--- src/rtl/pipe_hazard_ctrl.sv ---
// Hazard controller for the 5-stage MIPS pipeline: load-use, mispredict and MDU hazards.
// Optional statistics counters enabled with `define HAZARD_STATS_EN.
module pipe_hazard_ctrl #(
    parameter int MDU_LAT = 32,
    parameter int CNT_W   = 16
) (
    input  logic             clk,
    input  logic             rst_n,
    input  logic [4:0]       rs_d,
    input  logic [4:0]       rt_d,
    input  logic             uses_rs_d,
    input  logic             uses_rt_d,
    input  logic [4:0]       rd_e,
    input  logic             regwrite_e,
    input  logic             memtoreg_e,
    input  logic             mispredict_e,
    input  logic             mdu_start_d,
    input  logic             mdu_use_d,
    output logic             stall_f,
    output logic             stall_d,
    output logic             flush_d,
    output logic             flush_e,
    output logic             mdu_go,
`ifdef HAZARD_STATS_EN
    output logic [CNT_W-1:0] stall_cnt,
    output logic [CNT_W-1:0] flush_cnt,
`endif
    output logic             mdu_busy
);

    localparam int CW = $clog2(MDU_LAT);

    typedef enum logic {
        IDLE,
        BUSY
    } state_t;

    state_t          state_q, state_d;
    logic [CW-1:0]   cnt_q, cnt_d;
    logic            load_use;
    logic            mdu_hz;
    logic            hold;

    assign mdu_busy = (state_q == BUSY);

    // Strobes are forced low while reset is asserted, since they are combinational.
    always_comb begin
        load_use = memtoreg_e & regwrite_e & (rd_e != '0) &
                   ((uses_rs_d & (rs_d == rd_e)) | (uses_rt_d & (rt_d == rd_e)));
        mdu_hz   = mdu_busy & (mdu_start_d | mdu_use_d);
        hold     = rst_n & ~mispredict_e & (load_use | mdu_hz);
        stall_f  = hold;
        stall_d  = hold;
        flush_d  = rst_n & mispredict_e;
        flush_e  = (rst_n & mispredict_e) | hold;
        mdu_go   = rst_n & mdu_start_d & ~mispredict_e & ~load_use & ~mdu_hz;
    end

    always_comb begin
        state_d = state_q;
        cnt_d   = cnt_q;
        case (state_q)
            IDLE: begin
                if (mdu_go) begin
                    state_d = BUSY;
                    cnt_d   = CW'(MDU_LAT - 1);
                end
            end
            BUSY: begin
                if (cnt_q == '0) begin
                    state_d = IDLE;
                end else begin
                    cnt_d = cnt_q - 1'b1;
                end
            end
            default: begin
                state_d = IDLE;
                cnt_d   = '0;
            end
        endcase
    end

    always_ff @(posedge clk or negedge rst_n) begin
        if (!rst_n) begin
            state_q <= IDLE;
            cnt_q   <= '0;
        end else begin
            state_q <= state_d;
            cnt_q   <= cnt_d;
        end
    end

`ifdef HAZARD_STATS_EN
    logic [CNT_W-1:0] stall_cnt_q, stall_cnt_d;
    logic [CNT_W-1:0] flush_cnt_q, flush_cnt_d;

    // Saturating event counters.
    always_comb begin
        stall_cnt_d = stall_cnt_q;
        flush_cnt_d = flush_cnt_q;
        if (stall_d && !(&stall_cnt_q)) stall_cnt_d = stall_cnt_q + 1'b1;
        if (mispredict_e && !(&flush_cnt_q)) flush_cnt_d = flush_cnt_q + 1'b1;
    end

    always_ff @(posedge clk or negedge rst_n) begin
        if (!rst_n) begin
            stall_cnt_q <= '0;
            flush_cnt_q <= '0;
        end else begin
            stall_cnt_q <= stall_cnt_d;
            flush_cnt_q <= flush_cnt_d;
        end
    end

    assign stall_cnt = stall_cnt_q;
    assign flush_cnt = flush_cnt_q;
`endif

endmodule

--- config.mk ---
export PLATFORM = sky130hd
export DESIGN_NAME = pipe_hazard_ctrl
export DESIGN_NICKNAME = d
export VERILOG_FILES = /design/src/rtl/pipe_hazard_ctrl.sv
export SDC_FILE = /design/constraint.sdc
export NUM_CORES = 1
export LEC_CHECK = 0
export CAP_MARGIN = 20
export CORE_MARGIN = 3
export CORE_UTILIZATION = 35
export DETAILED_ROUTE_END_ITERATION = 8
export PLACE_DENSITY = 0.74
export SYNTH_ARGS = -nofsm -noshare
export SYNTH_HDL_FRONTEND = slang
export SYNTH_SLANG_ARGS = --single-unit
--- constraint.sdc ---
create_clock -name clk -period 1.7 [get_ports clk]
set_clock_uncertainty 0.05 [all_clocks]
set_input_delay 0.34 -clock clk [delete_from_list [all_inputs] [get_ports clk]]
set_output_delay 0.34 -clock clk [all_outputs]
set_load 0.01 [all_outputs]
# Word level (Yosys, flattened, before mapping)
# Index checks and enable logic that the tools add are counted.
word_totals:
  register_bits: 6
  output_inout_bits: 6
classes:
  addsub: 1
  n_eq_ne: 4
  mux: 6
  bitwise_logic: 21
  n_reduce_logical: 3
op_table:
  columns: ["operator", "n"]
  rows:
  - ["AND 1 bit", 13]
  - ["== test 5 bit", 2]
  - ["two-way mux 5 bit", 2]
  - ["case mux 5 bit (2 select lines)", 1]
  - ["logical NOT 5 bit", 1]
  - ["nonzero test 5 bit", 1]
  - ["subtractor 5 x 1 -> 5 bit (second input constant)", 1]
  - ["inequality test 2 bit (second input constant)", 2]
  - ["inverter 1 bit", 4]
  - ["OR 1 bit", 4]
  - ["two-way mux 1 bit", 2]
  - ["case mux 1 bit (2 select lines)", 1]
  - ["AND reduction 2 bit", 1]

# Logic depth before layout (Yosys ltp)
# Gate-level depths: netlist of the first run.
depth:
  depth_word: 9
  depth_mapped: 6
  depth_no_buf: 6

# Worst setup path after synthesis of the first run
# OpenSTA, ideal clock, no wires.
synth_path:
  path_type: "input to output"
  start: "in rd_e[1]"
  end: "out stall_f"
  arrival_time_ps: 1446
  required_ps: 1310
  setup_slack_ps: -136
  path_stages: 5
  path_buffers: 1
  cell_sequence: "or4_4 -> o211a_1 -> nand2_1 -> o21ai_1 -> buf_4"
synth_between:
  elab_chain_cells: 6
synth_lines:
  columns: ["item", "line_no", "rtl"]
  rows:
  - ["start, declared", "13", "input logic [4:0] rd_e,"]
  - ["== test 5 bit", "49", "((uses_rs_d & (rs_d == rd_e)) | (uses_rt_d & (rt_d == rd_e)));"]
  - ["AND 1 bit", "49", null]
  - ["OR 1 bit", "49", null]
  - ["AND 1 bit (*)", "48", "load_use = memtoreg_e & regwrite_e & (rd_e != '0) &"]
  - ["OR 1 bit (*)", "51", "hold = rst_n & ~mispredict_e & (load_use | mdu_hz);"]
  - ["AND 1 bit (*)", "51", null]
  - ["end, declared", "19", "output logic stall_f,"]
# Mark *: on every way between the ends. The rest lies on a longest branch, timed or not.

# Final worst setup path of the first run
layout_path:
  start: "in rt_d[2]"
  end: "out stall_f"
layout_between:
  elab_chain_cells: 6
layout_lines:
  columns: ["item", "line_no", "rtl"]
  rows:
  - ["start, declared", "10", "input logic [4:0] rt_d,"]
  - ["== test 5 bit", "49", null]
  - ["AND 1 bit", "49", null]
  - ["OR 1 bit", "49", null]
  - ["AND 1 bit", "48", null]
  - ["OR 1 bit", "51", null]
  - ["AND 1 bit", "51", null]
# No other way between the ends.

==> impl_results.rst, run 1 <==
.. list-table::
   :header-rows: 1

   * - Metric
     - Value
   * - Clock insertion delay at the later pin of the skew report
     - between 200 and 300 ps
   * - GRT met2 Usage
     - 31.1%
   * - Max-slew violation total from the final report
     - 0
   * - Share of synthesized area occupied by flip-flops and latches
     - 24.5%
   * - Power share of the sequential group
     - 28.0%
   * - Internal reg-to-reg setup slack
     - 80 ps
   * - Die area
     - between 0.002 and 0.0025 mm^2
   * - Initial drt markers
     - 21
   * - Combinational Power Share
     - 59.5%
   * - Headroom to the max-slew limit
     - 80.4%
   * - FF+latch area
     - 150 um^2
   * - Diodes inserted
     - 0
   * - Most area-consuming cells after synthesis
     - sky130_fd_sc_hd__dfrtp_1 24%, sky130_fd_sc_hd__xnor2_1 14%, sky130_fd_sc_hd__nand2_1 4.3%
   * - Via total after detailed routing
     - approximately 750
   * - Status
     - complete, but fails checks
   * - Routed wirelength normalized by instance count
     - about 15 um
   * - Switching component of the power
     - 445 uW
   * - Kind of start point of the critical path
     - input port
   * - Critical path type
     - in2out
   * - Area growth syn-to-layout
     - 95.3%
   * - Crit path setup slack, layout
     - -249 ps
   * - Clock transition at the registers of the reported paths
     - 50 ps
   * - Violations in the final reports
     - negative setup slack
   * - Biggest area consumer among synthesized cells
     - sky130_fd_sc_hd__dfrtp_1
   * - Primary FF master, synth
     - sky130_fd_sc_hd__dfrtp_1
   * - Pin count of the biggest net entering global routing
     - 10
   * - Post-synthesis instance total
     - 69
   * - Most repeated cell in the gate-level netlist after synthesis
     - sky130_fd_sc_hd__xnor2_1
   * - Yosys warning total
     - 0
   * - Sort of element at the end of the critical path
     - output pin
   * - Number of sinks handled by clock tree synthesis
     - 6
   * - Multi-input logic area
     - 547 um^2
   * - CTS H-tree depth
     - 1
   * - Main combinational cell family by area after synthesis
     - compound AO/OA/AOI/OAI gates
   * - Met3 Track Usage GR
     - 2.63%
   * - Final clock period utilization by the worst path
     - 115%
   * - Buffers on Ports
     - 29
   * - Mux share of post-synthesis cell area
     - 3.47%
   * - VDD IR-drop max
     - 0.731 mV
   * - Minimum clock period
     - 1950 ps
   * - Synth Area in Compound Gates
     - 25.5%
   * - Asr flop ratio synth
     - 100%
   * - Top Usage Layer GRT
     - met2
   * - Std-Cell Core Area
     - roughly 0.0016 mm^2
   * - Transition time at the pin with the least slew margin
     - 293 ps
   * - Simple-Gate Fraction of Synth Area
     - approximately a quarter
   * - First-pass iteration count of the detailed router
     - 6
   * - Ratio of routed vias to standard cells
     - 5.53
   * - Setup-failing EPs final
     - 4
   * - Max cap viols
     - 0
   * - Post-Syn Nets
     - 95
   * - Remaining antenna violation count
     - 0
   * - Nets@finish
     - 148
   * - Die outline height
     - 47.9 um
   * - Power density over the cells
     - a little over 900 mW/mm^2
   * - Number of unique standard cell types used by synthesis
     - 35
   * - Switch share
     - a little over 40%
   * - Arithmetic-cell share of the synthesized area counting full adders, half adders and majority gates
     - ~4.1%
   * - Die X
     - 47.9 um
   * - Detailed placement HPWL
     - between 1 and 1.5 mm
   * - Fraction of met1 tracks used by global routing
     - between 15 and 20%
   * - First-pass GRT wire length
     - ~2.7 mm
   * - Leakage dissipation
     - between 0.5 and 0.6 nW
   * - Final core utilization
     - between 70% and 80%
   * - Arrival time at the worst endpoint
     - between 1500 and 2000 ps
   * - Share of the synthesized netlist area taken by xor and xnor gates
     - between 10% and 20%
   * - Area share of the largest cell type after synthesis
     - roughly 24%
   * - Final Cell Area
     - 0.00120 mm^2
   * - Routed wire length
     - between 1.5 and 2 mm
   * - Critical path peak fanout
     - 2
   * - Clock Tree Buf Depth
     - 2
   * - Row count
     - 14
   * - Setup repair after global routing missed its margin
     - true
   * - Synth Area per Inst
     - around 8.9 um^2
   * - Post-detailed-route DRC marker count
     - 0
   * - Achievable frequency
     - 0.513 GHz
   * - Data required time at the worst endpoint
     - 1310 ps
   * - CTS root buf
     - sky130_fd_sc_hd__clkbuf_4
   * - GR Util All Layers
     - roughly 16%
   * - Yosys reg bits
     - 6
   * - Cell internal power dissipation
     - 652 uW
   * - TritonCTS clock tree
     - built
   * - Boundary pin count
     - 30
   * - Initial antenna violation count
     - 0
   * - Post-synth EDFFs
     - 0
   * - Ratio of cells with drive above 1 in the final layout
     - 44.2%
   * - Sum of internal, switching and leakage power
     - 1.10 mW
   * - Number of buffers created by CTS
     - 3
   * - Kind of path behind the tightest hold check
     - in2async
   * - Sum of overflow across all layers after global routing
     - 0
   * - Filler cell count in the final layout
     - 119
   * - Hold Violations, Final
     - 0
   * - Weighted congestion at the end of routability-driven global placement
     - 0.746
   * - Via count of the first global-routing pass
     - 646
   * - Mapped cell area
     - 613 um^2
   * - Clock Power Share
     - 12.5%
   * - Cell Area, Placed
     - 0.00103 mm^2
   * - Effective utilization at floorplan
     - 38.9%
   * - Post-synth top cells
     - 10 x sky130_fd_sc_hd__xnor2_1, 7 x sky130_fd_sc_hd__nand2_1, 6 x sky130_fd_sc_hd__dfrtp_1
[per-layer routing]
layer,up-vias,wire (um)
met5,-,0
met3,4,151
met4,0,26
met1,343,727
li1,364,-
met2,41,1090
[registers in the layout (all words and copies together), names as in the netlist]
name / flops
cnt_q: 5
mdu_busy: 1
[cells by family (layout without fill, tap and decap cells)]
logic type | after synthesis | count (layout)
buffers and inverters | 4 | 55
multiplexers | 2 | 2
adder cells (fa/ha/maj) | 2 | 2
flip-flops | 6 | 6
AO/OA/AOI/OAI | 20 | 20
XOR/XNOR | 10 | 10
AND/OR/NAND/NOR | 25 | 25
[layout by cell type, fill, tap and decap left out, types with 2 or more instances in the layout]
cell type	Yosys	final
sky130_fd_sc_hd__xnor2_2	0	6
sky130_fd_sc_hd__buf_2	1	3
sky130_fd_sc_hd__clkbuf_4	0	3
sky130_fd_sc_hd__nand2_1	7	4
sky130_fd_sc_hd__clkdlybuf4s15_1	0	6
sky130_fd_sc_hd__nor3_1	3	3
sky130_fd_sc_hd__nor2_1	4	4
sky130_fd_sc_hd__nand4_1	2	2
sky130_fd_sc_hd__dlygate4sd2_1	0	6
sky130_fd_sc_hd__a21oi_1	4	4
sky130_fd_sc_hd__ha_1	2	2
sky130_fd_sc_hd__dlymetal6s2s_1	0	2
sky130_fd_sc_hd__dfrtp_1	6	6
sky130_fd_sc_hd__buf_4	1	16
sky130_fd_sc_hd__xnor2_1	10	4
sky130_fd_sc_hd__nand2_2	0	3
sky130_fd_sc_hd__buf_6	0	10
sky130_fd_sc_hd__clkdlybuf4s50_1	0	6
[per-stage QoR]
stage | setup WS (ps) | cells | hold WS, ps | TNS (ps)
final | -249 | 136 | 417 | -899
after global routing | -287 | 136 | 435 | -1070
after CTS | -219 | 135 | 426 | -838
after detailed placement | -1020 | 128 | 539 | -5960
after global placement | -964 | 128 | 524 | -5430
after floorplan | -119 | 69 | -5.59 | -176
[worst max-delay path, stage by stage]
cell                            delay, ps
sky130_fd_sc_hd__dlygate4sd2_1        260
sky130_fd_sc_hd__xnor2_2              140
sky130_fd_sc_hd__nand4_1              130
sky130_fd_sc_hd__o22a_1               240
sky130_fd_sc_hd__buf_6                140
sky130_fd_sc_hd__o21ai_4              170
sky130_fd_sc_hd__buf_6                130
[path summary, 6_finish.rpt]
check / endpoint / cells past startpoint / from
worst max-delay path: stall_f / 7 / rt_d[2]
worst min-delay path: cnt_q[2] / 2 / rst_n
worst max register to register: cnt_q[3] / 5 / mdu_busy
worst min register to register: cnt_q[1] / 2 / cnt_q[1]
max in group asynchronous: cnt_q[3] / 2 / rst_n
min in group clk: cnt_q[1] / 2 / cnt_q[1]
[final cells by class]
type / count / area share, %
multi-input cells: 59 / 45.7
repair buffers: 50 / 37.6
flip-flops and latches: 6 / 12.5
clock buffers: 3 / 1.88
well taps: 16 / 1.67
inverters: 2 / 0.627
[timing repair]
item	4_1_cts	5_1_grt
hold buffers	0	0
setup endpoints to repair	11	7
gates resized for setup	56	28
buffers inserted	4	1
pin swaps	16	15
[power by group through the flow]
| stage | Sequential, mW | Clock, mW | Combinational [mW] |
|---|---|---|---|
| final | 0.307 | 0.137 | 0.653 |
| after global routing | 0.311 | 0.148 | 0.708 |
| after CTS | 0.287 | 0.142 | 0.587 |
| after detailed placement | 0.289 | 0 | 0.599 |
| after global placement | 0.282 | 0 | 0.569 |
| after floorplan | 0.279 | 0 | 0.354 |
Power figures use the tool's default switching activity.
==> run 2: changes to the inputs <==
--- a/config.mk
+++ b/config.mk
@@ -7,9 +7,10 @@
 export LEC_CHECK = 0
 export CAP_MARGIN = 20
 export CORE_MARGIN = 3
-export CORE_UTILIZATION = 35
+export CORE_UTILIZATION = 37
+export CTS_BUF_LIST = sky130_fd_sc_hd__clkbuf_4
 export DETAILED_ROUTE_END_ITERATION = 8
-export PLACE_DENSITY = 0.74
+export PLACE_DENSITY = 0.77
 export SYNTH_ARGS = -nofsm -noshare
 export SYNTH_HDL_FRONTEND = slang
 export SYNTH_SLANG_ARGS = --single-unit
==> run 2 against run 1 <==
Net effect: sequential share of layout area grew 0.99 points; largest cell class unchanged; total power down 1.5%; clock power about the same; the run still ends with negative setup slack left; combinational power down 1%; utilization down 4.0 points; critical endpoint unchanged; global-route usage increased by 1.0 points; final cell count did not move; critical path depth shrank 1; via count down 3.6%; sequential power down 2%; non-clock buffer count unchanged; hold slack got worse by 270 ps.
==> impl_results.rst, run 2 (synthesized netlist as in run 1, its figures left out) <==
.. list-table::
   :header-rows: 1

   * - Metric
     - Value
   * - VDD IR-drop max
     - 0.454 mV
   * - Routed wirelength normalized by instance count
     - 13.4 um
   * - Ratio of routed vias to standard cells
     - 5.33
   * - Cell Area, Placed
     - approximately 0.0010 mm^2
   * - Leading cell type in the layout, fill and taps excluded
     - sky130_fd_sc_hd__buf_4
   * - Fin Setup TNS
     - -772 ps
   * - Nets@finish
     - 148
   * - Status
     - complete, but fails checks
   * - First-pass iteration count of the detailed router
     - 4
   * - Data required time at the worst endpoint
     - 1310 ps
   * - First-pass GRT wire length
     - roughly 2.7 mm
   * - Internal reg-to-reg setup slack
     - 100 ps
   * - Setup repair after global routing missed its margin
     - true
   * - Kind of path behind the tightest hold check
     - in2async
   * - Kind of start point of the critical path
     - input port
   * - Buffers on Ports
     - 29
   * - WHS
     - 145 ps
   * - Ratio of cells with drive above 1 in the final layout
     - 41.7%
   * - Largest reg by FF count
     - cnt_q
   * - Sum of internal, switching and leakage power
     - 1.08 mW
   * - Effective utilization at floorplan
     - 39.8%
   * - Power density over the cells
     - roughly 1000 mW/mm^2
   * - Final Cell Area
     - ~0.0011 mm^2
   * - Highest-count cells in the layout ignoring fill and taps
     - 20 x sky130_fd_sc_hd__buf_4, 9 x sky130_fd_sc_hd__xnor2_1, 9 x sky130_fd_sc_hd__dlygate4sd2_1
   * - Worst-path cell with the longest stage delay
     - sky130_fd_sc_hd__or4_4
   * - CTS H-tree depth
     - 1
   * - Clock transition at the registers of the reported paths
     - around 50 ps
   * - Setup-failing EPs final
     - 4
   * - Final clock period utilization by the worst path
     - 112%
   * - Die outline height
     - 46.7 um
   * - Routed wire length
     - 1.82 mm
   * - Post-placement setup slack
     - -975 ps
   * - Leakage dissipation
     - 0.483 nW
   * - Pin count of the biggest net entering global routing
     - 11
   * - Worst stage delay on the critical path
     - approximately 530 ps
   * - Via count of the first global-routing pass
     - 669
   * - Critical path type
     - in2out
   * - Sort of element at the end of the critical path
     - output pin
   * - Clock insertion delay at the later pin of the skew report
     - ~240 ps
   * - Die X
     - between 40 and 50 um
   * - Number of buffers created by CTS
     - 3
   * - Via total after detailed routing
     - 725
   * - Max-slew violation total from the final report
     - 0
   * - Number of flip-flops in the largest register
     - 5
   * - Initial drt markers
     - 14
   * - Remaining antenna violation count
     - 0
   * - Std-Cell Core Area
     - ~0.0015 mm^2
   * - Number of sinks handled by clock tree synthesis
     - 6
   * - Area growth syn-to-layout
     - 81.0%
   * - Violations in the final reports
     - negative setup slack
   * - Minimum clock period
     - 1900 ps
   * - Hold Violations, Final
     - 0
   * - TritonCTS clock tree
     - built
   * - Transition time at the pin with the least slew margin
     - 311 ps
   * - Arrival time at the worst endpoint
     - 1510 ps
   * - Achievable frequency
     - roughly 0.53 GHz
   * - Weighted congestion at the end of routability-driven global placement
     - 0.859
   * - Detailed placement HPWL
     - 1.43 mm
   * - CTS root buf
     - sky130_fd_sc_hd__clkbuf_4
   * - Cells traversed along the worst timing path
     - buf_6, or4_4, o211a_4, nand2_2, o21ai_2, buf_2
   * - Row count
     - 14
   * - Post-detailed-route DRC marker count
     - 0
   * - Headroom to the max-slew limit
     - a little under 80%
   * - GR Util All Layers
     - 17.4%
   * - Initial antenna violation count
     - 0
   * - Max cap viols
     - 0
   * - Critical path peak fanout
     - 3
   * - Die area
     - approximately 0.0022 mm^2
   * - Number of hold-repair buffers added at the cts stage
     - 0
   * - Crit path setup slack, layout
     - -203 ps
   * - Sum of overflow across all layers after global routing
     - 0
   * - Diodes inserted
     - 0
   * - Boundary pin count
     - 30
   * - Clock Tree Buf Depth
     - 2
run 2: final cells by class:
class	instances	area, um^2
Clock buffer	3	22.5
Fill cell	129	432
Inverter	2	7.51
Multi-Input combinational cell	59	498
Sequential cell	6	150
Tap cell	16	20.0
Timing Repair Buffer	50	412
run 2: worst paths after layout:
check / start / endpoint / cells past startpoint
max: rd_e[2] / stall_f / 6
min: rst_n / cnt_q[2] / 2
max reg2reg: cnt_q[1] / cnt_q[1] / 6
min reg2reg: cnt_q[0] / cnt_q[0] / 2
max in group asynchronous: rst_n / cnt_q[4] / 2
min in group clk: cnt_q[0] / cnt_q[0] / 2
run 2: power breakdown:
group	switching, mW	internal, mW
logic	0.284	0.362
clock network	0.0543	0.0801
registers	0.0850	0.216
total	0.423	0.658
run 2: routing by layer:
metal / wire length [um] / share of wire [%] / track usage [%] / vias up
met5: 0 / 0 / 0 / -
met4: 0 / 0 / 6.63 / 0
met3: 102 / 5.6 / 2.73 / 0
met2: 1000 / 55 / 32.7 / 30
met1: 720 / 40 / 19.4 / 335
li1: - / - / - / 360
run 2: critical path, delay by kind of cell:
kind	cells	cell delay, ps
buf+inv	2	230
simple gates	2	600
compound gates	2	330
run 2: what timing repair did:
action / CTS / global route
endpoints found under the setup margin: 11 / 8
gates resized for setup: 49 / 19
setup buffers: 0 / 3
pin swaps: 17 / 13
run 2: metrics by stage:
| step | instances | utilization [%] |
|---|---|---|
| 2_1_floorplan | 69 | - |
| 5_1_grt | 136 | 72.0 |
| 4_1_cts | 133 | 66.9 |
| 6_report | 136 | 72.0 |
| 3_3_place_gp | 130 | 68.1 |
| 3_5_place_dp | 130 | 68.1 |
